===== config.mk =====
export PLATFORM = sky130hd
export DESIGN_NAME = ram_transfer_controller
export DESIGN_NICKNAME = d
export VERILOG_FILES = /design/src/rtl/ecc_pkg.sv /design/src/rtl/ram_transfer_controller.sv
export SDC_FILE = /design/constraint.sdc
export NUM_CORES = 1
export LEC_CHECK = 0
export ABC_AREA = 1
export BUFFER_PORTS_ARGS = -buffer_cell sky130_fd_sc_hd__buf_4
export CORE_AREA = 4 4 314 316
export CTS_CLUSTER_DIAMETER = 40
export CTS_CLUSTER_SIZE = 40
export DETAILED_ROUTE_END_ITERATION = 6
export DIE_AREA = 0 0 318 320
export GPL_TIMING_DRIVEN = 1
export PLACE_DENSITY = 0.3
export REMOVE_ABC_BUFFERS = 1
export SYNTH_ARGS = -nofsm -noshare
export SYNTH_HDL_FRONTEND = slang
export SYNTH_SLANG_ARGS = --single-unit

===== constraint.sdc =====
create_clock -name clk -period 1.4 [get_ports clk]
set_input_delay 0.14 -clock clk [delete_from_list [all_inputs] [get_ports clk]]
set_output_delay 0.14 -clock clk [all_outputs]
set_load 0.02 [all_outputs]

===== src/rtl/ecc_pkg.sv =====
// Shared constants for the ECC datapath RAM transfer logic.
//   DATA_W / ADDR_W : RAM word and address widths
//   WORDS           : words per operand (3 x 192 = 576-bit operand)
//   CNT_W           : width of the word counters (must be able to hold WORDS)
//   DIR_LOAD/STORE  : read_write_command encoding
//   xfer_state_e    : transfer controller FSM states
package ecc_pkg;
  localparam int DATA_W = 192;
  localparam int ADDR_W = 6;
  localparam int WORDS  = 3;
  localparam int CNT_W  = $clog2(WORDS + 1);

  localparam logic DIR_LOAD  = 1'b0;  // outer -> inner
  localparam logic DIR_STORE = 1'b1;  // inner -> outer

  typedef enum logic [1:0] {
    ST_IDLE = 2'd0,
    ST_XFER = 2'd1,
    ST_DONE = 2'd2
  } xfer_state_e;
endpackage


===== src/rtl/ram_transfer_controller.sv =====
// Copies one WORDS-word operand between the outer (host) RAM and the inner
// (arithmetic) RAM. Reads issue back to back from the source RAM; each read's
// data is written to the destination RAM in the following cycle. A one-cycle
// interrupt follows the last write.
// Ports:
//   clk, rst                 : clock, async active-high reset
//   cmd_transfer             : start request, honoured only in IDLE
//   read_write_command       : 0 load (outer->inner), 1 store (inner->outer)
//   read_address/write_address : source / destination base addresses
//   interupt_ram_transfer    : one-cycle completion pulse
//   outer_* / inner_*        : sync RAM ports (read data valid 1 cycle after rd_en)
module ram_transfer_controller
  import ecc_pkg::*;
(
  input  logic              clk,
  input  logic              rst,
  input  logic              cmd_transfer,
  input  logic              read_write_command,
  input  logic [ADDR_W-1:0] read_address,
  input  logic [ADDR_W-1:0] write_address,
  output logic              interupt_ram_transfer,
  output logic              outer_rd_en,
  output logic [ADDR_W-1:0] outer_rd_addr,
  input  logic [DATA_W-1:0] outer_rd_data,
  output logic              outer_wr_en,
  output logic [ADDR_W-1:0] outer_wr_addr,
  output logic [DATA_W-1:0] outer_wr_data,
  output logic              inner_rd_en,
  output logic [ADDR_W-1:0] inner_rd_addr,
  input  logic [DATA_W-1:0] inner_rd_data,
  output logic              inner_wr_en,
  output logic [ADDR_W-1:0] inner_wr_addr,
  output logic [DATA_W-1:0] inner_wr_data
);

  localparam logic [CNT_W-1:0] WORDS_C = CNT_W'(WORDS);
  localparam logic [CNT_W-1:0] LAST_C  = CNT_W'(WORDS - 1);
  localparam logic [CNT_W-1:0] ONE_C   = CNT_W'(1);

  xfer_state_e       state_q, state_d;
  logic              dir_q, dir_d;
  logic [ADDR_W-1:0] src_q, src_d;
  logic [ADDR_W-1:0] dst_q, dst_d;
  logic [CNT_W-1:0]  rd_cnt_q, rd_cnt_d;
  logic [CNT_W-1:0]  wr_cnt_q, wr_cnt_d;
  // Set the cycle after a read: that read's data is on the source rd_data now.
  logic              wr_pend_q, wr_pend_d;

  logic              rd_go, wr_go;
  logic [ADDR_W-1:0] rd_addr, wr_addr;

  always_ff @(posedge clk or posedge rst) begin
    if (rst) begin
      state_q   <= ST_IDLE;
      dir_q     <= DIR_LOAD;
      src_q     <= '0;
      dst_q     <= '0;
      rd_cnt_q  <= '0;
      wr_cnt_q  <= '0;
      wr_pend_q <= 1'b0;
    end else begin
      state_q   <= state_d;
      dir_q     <= dir_d;
      src_q     <= src_d;
      dst_q     <= dst_d;
      rd_cnt_q  <= rd_cnt_d;
      wr_cnt_q  <= wr_cnt_d;
      wr_pend_q <= wr_pend_d;
    end
  end

  assign rd_go   = (state_q == ST_XFER) && (rd_cnt_q < WORDS_C);
  assign wr_go   = wr_pend_q;
  // Address arithmetic wraps modulo 2**ADDR_W by construction.
  assign rd_addr = src_q + ADDR_W'(rd_cnt_q);
  assign wr_addr = dst_q + ADDR_W'(wr_cnt_q);

  always_comb begin
    state_d   = state_q;
    dir_d     = dir_q;
    src_d     = src_q;
    dst_d     = dst_q;
    rd_cnt_d  = rd_cnt_q;
    wr_cnt_d  = wr_cnt_q;
    wr_pend_d = rd_go;
    unique case (state_q)
      ST_IDLE: begin
        if (cmd_transfer) begin
          dir_d    = read_write_command;
          src_d    = read_address;
          dst_d    = write_address;
          rd_cnt_d = '0;
          wr_cnt_d = '0;
          state_d  = ST_XFER;
        end
      end
      ST_XFER: begin
        if (rd_go) rd_cnt_d = rd_cnt_q + ONE_C;
        if (wr_go) begin
          wr_cnt_d = wr_cnt_q + ONE_C;
          if (wr_cnt_q == LAST_C) state_d = ST_DONE;
        end
      end
      ST_DONE: state_d = ST_IDLE;
      default: state_d = ST_IDLE;
    endcase
  end

  assign interupt_ram_transfer = (state_q == ST_DONE);

  // Only the source read port and destination write port ever toggle;
  // addresses and write data are held at zero while a port is idle.
  assign outer_rd_en   = rd_go && (dir_q == DIR_LOAD);
  assign inner_rd_en   = rd_go && (dir_q == DIR_STORE);
  assign inner_wr_en   = wr_go && (dir_q == DIR_LOAD);
  assign outer_wr_en   = wr_go && (dir_q == DIR_STORE);

  assign outer_rd_addr = outer_rd_en ? rd_addr : '0;
  assign inner_rd_addr = inner_rd_en ? rd_addr : '0;
  assign inner_wr_addr = inner_wr_en ? wr_addr : '0;
  assign outer_wr_addr = outer_wr_en ? wr_addr : '0;

  // Write data is the source RAM output passed straight through; the RAM's
  // own read register is the only pipeline stage on the data path.
  assign inner_wr_data = inner_wr_en ? outer_rd_data : '0;
  assign outer_wr_data = outer_wr_en ? inner_rd_data : '0;

endmodule


# ---- After elaboration in Yosys (flattened, before gate mapping)
# Cells that the tools add are included.
dict set report totals {
  register_bits 20
  word_cells 46
  out_inout_bits 413
  input_bits 400
}
dict set report op_classes {
  bitwise_logic 1
  magnitude_cmp 1
  n_mux 15
  n_reduce_logical 11
  eq_ne 7
  n_addsub 4
}
# operator count
set ops {}
lappend ops {{two-way mux 192 bit} 2}
lappend ops {{two-way mux 6 bit} 4}
lappend ops {{adder 6 x 2 -> 6 bit} 2}
lappend ops {{two-way mux 2 bit} 6}
lappend ops {{case mux 2 bit (2 select lines)} 3}
lappend ops {{AND reduction 3 bit} 3}
lappend ops {{inequality test 2 bit, second input constant} 3}
lappend ops {{logical AND 1 bit} 5}
lappend ops {{adder 2 x 1 -> 2 bit, second input constant} 2}
lappend ops {{== test 2 bit, second input constant} 2}
lappend ops {{== test 2 x 1 -> 1 bit, second input constant} 1}
lappend ops {{zero test 2 bit} 1}
lappend ops {{< comparator 2 bit, second input constant} 1}
lappend ops {{inequality test 2 x 1 -> 1 bit, second input constant} 1}
lappend ops {{AND reduction 2 bit} 1}
lappend ops {{nonzero test 2 bit} 1}
lappend ops {{NOT 1 bit} 1}

# ---- Depth between registers and ports, before layout
# Gate-level depths: netlist of the first run.
dict set report logic_depth {
  depth_word 4
  depth_mapped 7
  ltp_nobuf 7
}

# ---- Worst setup path before layout of the first run
# Ideal clock, no wire load.
dict set report synth_timing {
  kind {register to output}
  start {register rd_cnt_q[0]}
  end {output inner_rd_addr[4]}
  t_arrival_ps 1506
  slack_ps -246
  path_buffers 0
  path_stages_with_launch 7
  required_ps 1260
  cell_sequence {dfrtp_1 ha_1 inv_1 fa_1 nor2_1 nand2_1 a21oi_1}
}
dict set report synth_via {
  elab_chain_cells 4
  word_cells_on_any_way 5
  cone_classes {add/sub (1); order compare (1); mux (1); reduce/logical (2)}
}
# item line
set synth_rtl {}
lappend synth_rtl {{start, declared} ram_transfer_controller.sv:44} ;# logic [CNT_W-1:0] rd_cnt_q, rd_cnt_d;
lappend synth_rtl {{start signal, assigned} ram_transfer_controller.sv:66} ;# rd_cnt_q <= rd_cnt_d;
lappend synth_rtl {{branches (longest 3 deep; another with adder 6 x 2 -> 6 bit)} --}
lappend synth_rtl {{two-way mux 6 bit (*)} ram_transfer_controller.sv:119} ;# assign inner_rd_addr = inner_rd_en ? rd_addr : '0;
lappend synth_rtl {{end, declared} ram_transfer_controller.sv:29} ;# output logic [ADDR_W-1:0] inner_rd_addr,
# Mark *: on every way between the ends.

# ---- Final worst setup path of the first run
dict set report layout_timing {
  start {register src_q[0]}
  end {output outer_rd_addr[4]}
}
dict set report layout_via {
  elab_chain_cells 2
}
# item line
set layout_rtl {}
lappend layout_rtl {{start, declared} ram_transfer_controller.sv:42} ;# logic [ADDR_W-1:0] src_q, src_d;
lappend layout_rtl {{start signal, assigned} ram_transfer_controller.sv:64} ;# src_q <= src_d;
lappend layout_rtl {{adder 6 x 2 -> 6 bit} ram_transfer_controller.sv:75} ;# assign rd_addr = src_q + ADDR_W'(rd_cnt_q);
lappend layout_rtl {{two-way mux 6 bit} ram_transfer_controller.sv:118} ;# assign outer_rd_addr = outer_rd_en ? rd_addr : '0;
lappend layout_rtl {{end, declared} ram_transfer_controller.sv:23} ;# output logic [ADDR_W-1:0] outer_rd_addr,
# Every way passes these cells.

==> reports/metrics.cfg, run 1 <==
[clock_tree]
clkTransAtPathRegs_ns = 0.06
cts_tree = done
clock-sinks = 20
htreeDepth = 1
cts_buffer_depth = 2
numCtsBuffers = 3
cts_root_buf = clkbuf_16
clk_latency_ns = 0.26

[die]
die_area_um2 = 102000
die_h_um = 320
die_x_um = 318
coreArea_um2 = 96000
initial_core_util_pct = 4.54
ios = 813
row_count = 114

[pwr]
leakage_nw = 9.26
powerDensity_nw_per_um2 = 153
vdd_drop_max_mv = 0.407

[yosys]
yosysSeqAreaShare_pct = 11.5
yosys-top-cells-count = 412 x nor2_1, 410 x inv_1, 51 x nand2_1, 24 x buf_2, 20 x dfrtp_1
synth_top_area_share_pct = 35.5
yosys.area.top_type = nor2_1
synth_area_um2 = 4360
synthFlopType = dfrtp_1
ys_top_cells_by_area = nor2_1 35%, inv_1 35%, dfrtp_1 11%
netlist_instances = 978
synth-edff-count = 0
yosysUniqueCellTypes = 20
yosysWarnings = 0
syn_avg_cell_area_um2 = 4.46
synthArstFlopShare_pct = 100
synth_seq_cells = 20
yosysMostFrequentCell = nor2_1

[critical_path]
cp.required_ns = 1.26
worstSetupPathType = reg2out
crit_fanout = 3
endpoint_kind = output pin
arrival_ns = 1.74
startpoint_type = flop

[global_routing]
grt_pass1_wl_um = 73000
overflow = 0
grt_max_degree = 40
antenna_found_initial = 14
grt_pass1_vias = 8708
grtUsageTotal_pct = 10.1

[sta]
slew_headroom_pct = 80.5
tns_ns = -128.70
slew_viol_final = 0
max_clock_freq_mhz = 531
fin_crit_ns = 1.88
timing_worst_slew_pin_value_ns = 0.292
timing.final.crit_share_pct = 134
rsz0062_at_grt = yes
finalSetupViolCount = 411
hold_violations = 0
worst_slack_ns = -0.482
finalClockSkew_ns = 0.00181

[place]
port_buffers = 812
dp_cells = 3082
dp_hpwl_um = 45700
gp_congestion = 0.843

[routing]
met1_length_um = 24700
vias_per_cell = 2.77
firstDrtPassIters = 4
wl_met2_um = 26100
wl_per_cell_um = 17.9
drt_iter0_markers = 246
ant_nets = 0
drc = 0
wl_met3_um = 5180
dr_total_vias = 8762
routed_wl_um = 56500
highest_layer = met5

[cells_and_area]
final_nets = 2291
drive_above_1_share_pct = 68.0
stdcell_count = 3159
areaGrowthSynthToFinish_pct = 303
final_util_pct = 18.3

[run_status]
violations = setup timing
status = finished with violations

[hold_path]
hold_path_class = in2reg

[flow_run]
max_cap_violations = 0

-- critical path, stage by stage (launching register included) --
cell and delay (ns):
dfrtp_1 0.35, ha_2 0.19, inv_2 0.04, fa_2 0.40
nor2_1 0.11, nand2_1 0.10, a21oi_2 0.16, buf_6 0.14
-- cells by family after synthesis --
kind of cell	after synthesis	synth area share [%]
XOR/XNOR	3	0.603
AND/OR/NAND/NOR	476	41.6
flip-flops	20	11.5
AO/OA/AOI/OAI	15	1.72
adder cells (fa/ha/maj)	8	2.64
buffers and inverters	456	41.9
-- cells in the final DEF (no fill, tap or decap), types with 2 or more instances in the layout --
cell type    n
a21oi_2      2
buf_12      32
buf_16      26
buf_4      546
buf_6      303
buf_8       22
clkbuf_16   13
dfrtp_1     19
fa_2         2
ha_1         3
ha_2         2
inv_1      405
inv_2        5
nand2_1     42
nand2_2      7
nand2_4      3
nand2_8      4
nand3_1      6
nand3_2      3
nor2_1     113
nor2_2      23
nor2_4     277
o21ai_0     12
xor2_2       2
-- metal layers --
metal  vias up  track usage, %
met5         -               0
met4        16           0.948
met3        36            3.14
met2       413            16.0
met1      3943            13.8
li1       4354               -
-- registers in the layout, summed over array words and instances, names as in the netlist --
name and cells:
wr_go 1, src_q 6, rd_cnt_q 2, wr_cnt_q 2, state_q 2, dir_q 1, dst_q 6
-- final cells by class --
class	instances	area [um^2]
repair buffers	940	9460
fillers	11000	78400
well taps	1276	1600
diodes	1	2.50
repair inverters	1	30.0
inverters	412	1560
multi-input cells	505	4330
clock buffers	4	88.8
flip-flops and latches	20	502
-- where the power goes --
group / leakage [nW] / switching (mW) / total (mW) / internal (mW)
clock: 0.0442 / 0.237 / 0.674 / 0.437
sequential: 0.222 / 0 / 0.578 / 0.578
combinational: 8.99 / 0.636 / 1.43 / 0.795
total: 9.26 / 0.873 / 2.68 / 1.81
-- final timing paths --
| path | start | cells after the start | to | slack [ns] |
|---|---|---|---|---|
| hold / removal | read_address[2] | 3 | src_q[2]$_DFFE_PP0P_ | 0.07 |
| min in group asynchronous | rst | 4 | src_q[2]$_DFFE_PP0P_ | 0.48 |
| max in group asynchronous | rst | 4 | dir_q$_DFFE_PP0P_ | 0.68 |
| hold reg to reg | src_q[2]$_DFFE_PP0P_ | 2 | src_q[2]$_DFFE_PP0P_ | 0.54 |
| setup reg to reg | rd_cnt_q[1]$_DFFE_PP0P_ | 7 | rd_cnt_q[0]$_DFFE_PP0P_ | 0.02 |
| setup / recovery | src_q[0]$_DFFE_PP0P_ | 7 | outer_rd_addr[4] | -0.48 |
-- stage by stage --
step           area [um^2]  power (mW)  hold WS [ns]  setup slack, ns
2_1_floorplan         4080       0.800         0.104            -1.39
3_3_place_gp         12400        1.78         0.209           -0.413
3_5_place_dp         12400        1.79         0.211           -0.394
4_1_cts              15600        2.62        0.0665           -0.509
5_1_grt              17600        2.86        0.0839           -0.555
6_report             17600        2.68        0.0728           -0.482
-- what timing repair did --
item                       in CTS  in global routing
pin swaps                      30                 33
hold endpoints to repair       20                  0
hold buffers                    1                  0
cloned                         24                 13
setup endpoints to repair     412                413
setup buffers                  30                 13
gates resized for setup       604                435
No activity file was read; power rests on OpenSTA's default activity.
==> run 2, diff against run 1 <==
Settings changed: ABC_AREA 1 to unset.
==> run 2 against run 1 <==
Net effect: the run still ends with setup timing left; routed wire length is 29% higher; final area fell by 0.49%; setup slack worse by 0.10 ns; clock skew grew 0.0033 ns; total power increased to 15 times the previous value; non-clock buffer count increased by 38; first-iteration DRC count grew 13%; area after synthesis shrank 9.7%; clock power shrank 12%; utilization shrank 0.090 points; clock-buffer cell count fell by 1; critical endpoint is now outer_rd_addr[0]; largest cell class unchanged.
==> reports/metrics.cfg, run 2 <==
[clock_tree]
cts_tree = done
htreeDepth = 1
clock-sinks = 20
cts_buffer_depth = 2
clk_latency_ns = 0.25
numCtsBuffers = 3
clkTransAtPathRegs_ns = 0.06
cts_root_buf = clkbuf_16

[pwr]
vdd_drop_max_mv = 1.43
leakage_nw = 8.17
powerDensity_nw_per_um2 = 2310

[sta]
finalSetupViolCount = 416
timing.final.crit_share_pct = 142
hold_violations = 0
finalClockSkew_ns = 0.00509
fin_crit_ns = 1.99
slew_headroom_pct = 71.8
max_clock_freq_mhz = 504
slew_viol_final = 0
timing_worst_slew_pin_value_ns = 0.421
worst_slack_ns = -0.585
rsz0062_at_grt = yes
tns_ns = -162.41

[yosys]
synth_mux_area_share_pct = 4.07
synth-adder-area-share_pct = 2.92
yosysSeqAreaShare_pct = 12.7
netlist_instances = 569
ys_top_cells_by_area = and2_1 31%, and3_1 31%, dfrtp_1 13%
synth_top_area_share_pct = 31.2
synth_seq_cells = 20
synth_area_um2 = 3940
synth-simple-area-share_pct = 67.5
synthFlopType = dfrtp_1
synth_top_family_by_area = simple AND/OR/NAND/NOR gates
yosys.area_share.xor_xnor_pct = 0.890
yosysWarnings = 0
synth-edff-count = 0
yosysMostFrequentCell = and2_1
synthArstFlopShare_pct = 100
synth_compound_area_share_pct = 3.46
yosys.area.top_type = and2_1
syn_avg_cell_area_um2 = 6.92
yosys-top-cells-count = 196 x and2_1, 194 x and3_1, 45 x clkbuf_1, 20 x dfrtp_1, 15 x nor2_1
yosysUniqueCellTypes = 37

[critical_path]
worstReg2RegStart = rd_cnt_q[0]$_DFFE_PP0P_
critPathMaxStageDelay_ns = 0.41
cp_common_cell = buf_4
critPathBufInv = 4
cp.required_ns = 1.26
arrival_ns = 1.85
cp_slowest_cell = dfrtp_1
endpoint_kind = output pin
startpoint_type = flop
cpLargestDelayFamily = buffers and inverters
worstSetupPathType = reg2out
r2r_setup_slack_ns = -0.29
crit_fanout = 6
reg2reg_depth = 7
crit-reg2reg-capture = rd_cnt_q[0]$_DFFE_PP0P_
cp_cell_sequence = buf_4 -> ha_2 -> nor3b_4 -> buf_4 -> nand2b_4 -> inv_2 -> and2_4 -> buf_6

[die]
ios = 813
die_x_um = 318
initial_core_util_pct = 4.10
coreArea_um2 = 96000
die_area_um2 = 102000
die_h_um = 320
row_count = 114

[routing]
ant_nets = 0
wl_per_cell_um = 26.2
firstDrtPassIters = 4
drt_iter0_markers = 279
drc = 0
dr_total_vias = 8362
routed_wl_um = 72800
vias_per_cell = 3.02

[run_status]
violations = setup timing
status = finished with violations

[global_routing]
grtUsageTotal_pct = 12.4
grt_pass1_wl_um = 85500
grt_pass1_vias = 8706
grt_max_degree = 60
antenna_found_initial = 32
overflow = 0

[flow_run]
max_cap_violations = 0

[hold_path]
hold_path_depth = 3
hold_path_class = in2reg
hold_end = src_q[1]$_DFFE_PP0P_
min_from = read_address[1]

[cells_and_area]
final_nets = 1893
reg_top3 = dst_q x6, src_q x6
layout_common_cells = 461 x buf_4, 388 x buf_6, 196 x and2_4
stdcell_count = 2773
nFillCells = 10700
drive_above_1_share_pct = 95.8
final_common_cell = buf_4
areaGrowthSynthToFinish_pct = 344

[place]
gp_congestion = 0.853
dp_cells = 2645
port_buffers = 812
dp_hpwl_um = 53900

## run 2: logic make-up (layout without fill, tap and decap cells)
group / count (synthesis) / in the layout
compound gates: 20 / 20
xor+xnor: 4 / 4
fa+ha+maj: 8 / 8
buf+inv: 77 / 991
flops: 20 / 20
mux: 14 / 14
other cells: 0 / 14
simple gates: 426 / 426
## run 2: final cells by class
cell class,instances,area [um^2],share of cell area [%]
repair buffers,978,10500,60.1
multi-input cells,472,4700,26.9
well taps,1276,1600,9.13
flip-flops and latches,20,510,2.92
clock buffers,3,75.1,0.429
inverters,10,50.0,0.286
diodes,14,35.0,0.200
## run 2: worst max path at each step
stage / startpoint / endpoint / slack [ns] / cells after the start
after global routing: rd_cnt_q[0]$_DFFE_PP0P_ / outer_rd_addr[4] / -0.67 / 7
after floorplan: wr_go$_DFF_PP0_ / inner_wr_addr[0] / -2.56 / 3
after detailed placement: dst_q[0]$_DFFE_PP0P_ / outer_wr_addr[4] / -0.39 / 6
final: rd_cnt_q[0]$_DFFE_PP0P_ / outer_rd_addr[0] / -0.59 / 8
after CTS: rd_cnt_q[0]$_DFFE_PP0P_ / outer_rd_addr[4] / -0.61 / 7
after global placement: dst_q[0]$_DFFE_PP0P_ / outer_wr_addr[4] / -0.40 / 6
## run 2: metal layers
layer | global-route usage (%) | part of all wire, % | vias to the layer above
li1 | - | - | 3781
met1 | 15.3 | 41 | 3982
met2 | 19.2 | 44 | 498
met3 | 7.22 | 13 | 77
met4 | 1.20 | 1.7 | 24
met5 | 0 | 0.21 | -
## run 2: worst register-to-register path, delay by kind of cell (launching register included)
kind / cells / cell delay (ns)
buffers and inverters: 3 / 0.43
DFF: 1 / 0.41
and+or+nand+nor: 2 / 0.30
muxes: 1 / 0.25
adders and majority gates: 1 / 0.19
## run 2: through the flow
step | area [um^2] | setup WS [ns] | power (mW) | hold slack, ns | util (%)
floorplan | 3640 | -2.56 | 8.78 | 0.104 | -
global placement | 11900 | -0.403 | 23.3 | 0.211 | 12.4
detailed placement | 11900 | -0.395 | 23.3 | 0.216 | 12.4
CTS | 15700 | -0.608 | 36.3 | 0.0918 | 16.3
global route | 17500 | -0.665 | 42.4 | 0.116 | 18.2
finish | 17500 | -0.585 | 40.4 | 0.0903 | 18.2
## run 2: report_power, final
group	switching [mW]	internal, mW
Clock	0.214	0.377
Sequential	0.293	0.894
Combinational	17.7	20.8
Total	18.2	22.1
## run 2: what timing repair did
item	in CTS	in global routing
hold endpoints to repair	20	0
hold buffers	1	0
setup endpoints to repair	414	423
setup buffers	46	38
cloned	39	26
pin swaps	134	138
resized for setup	570	443
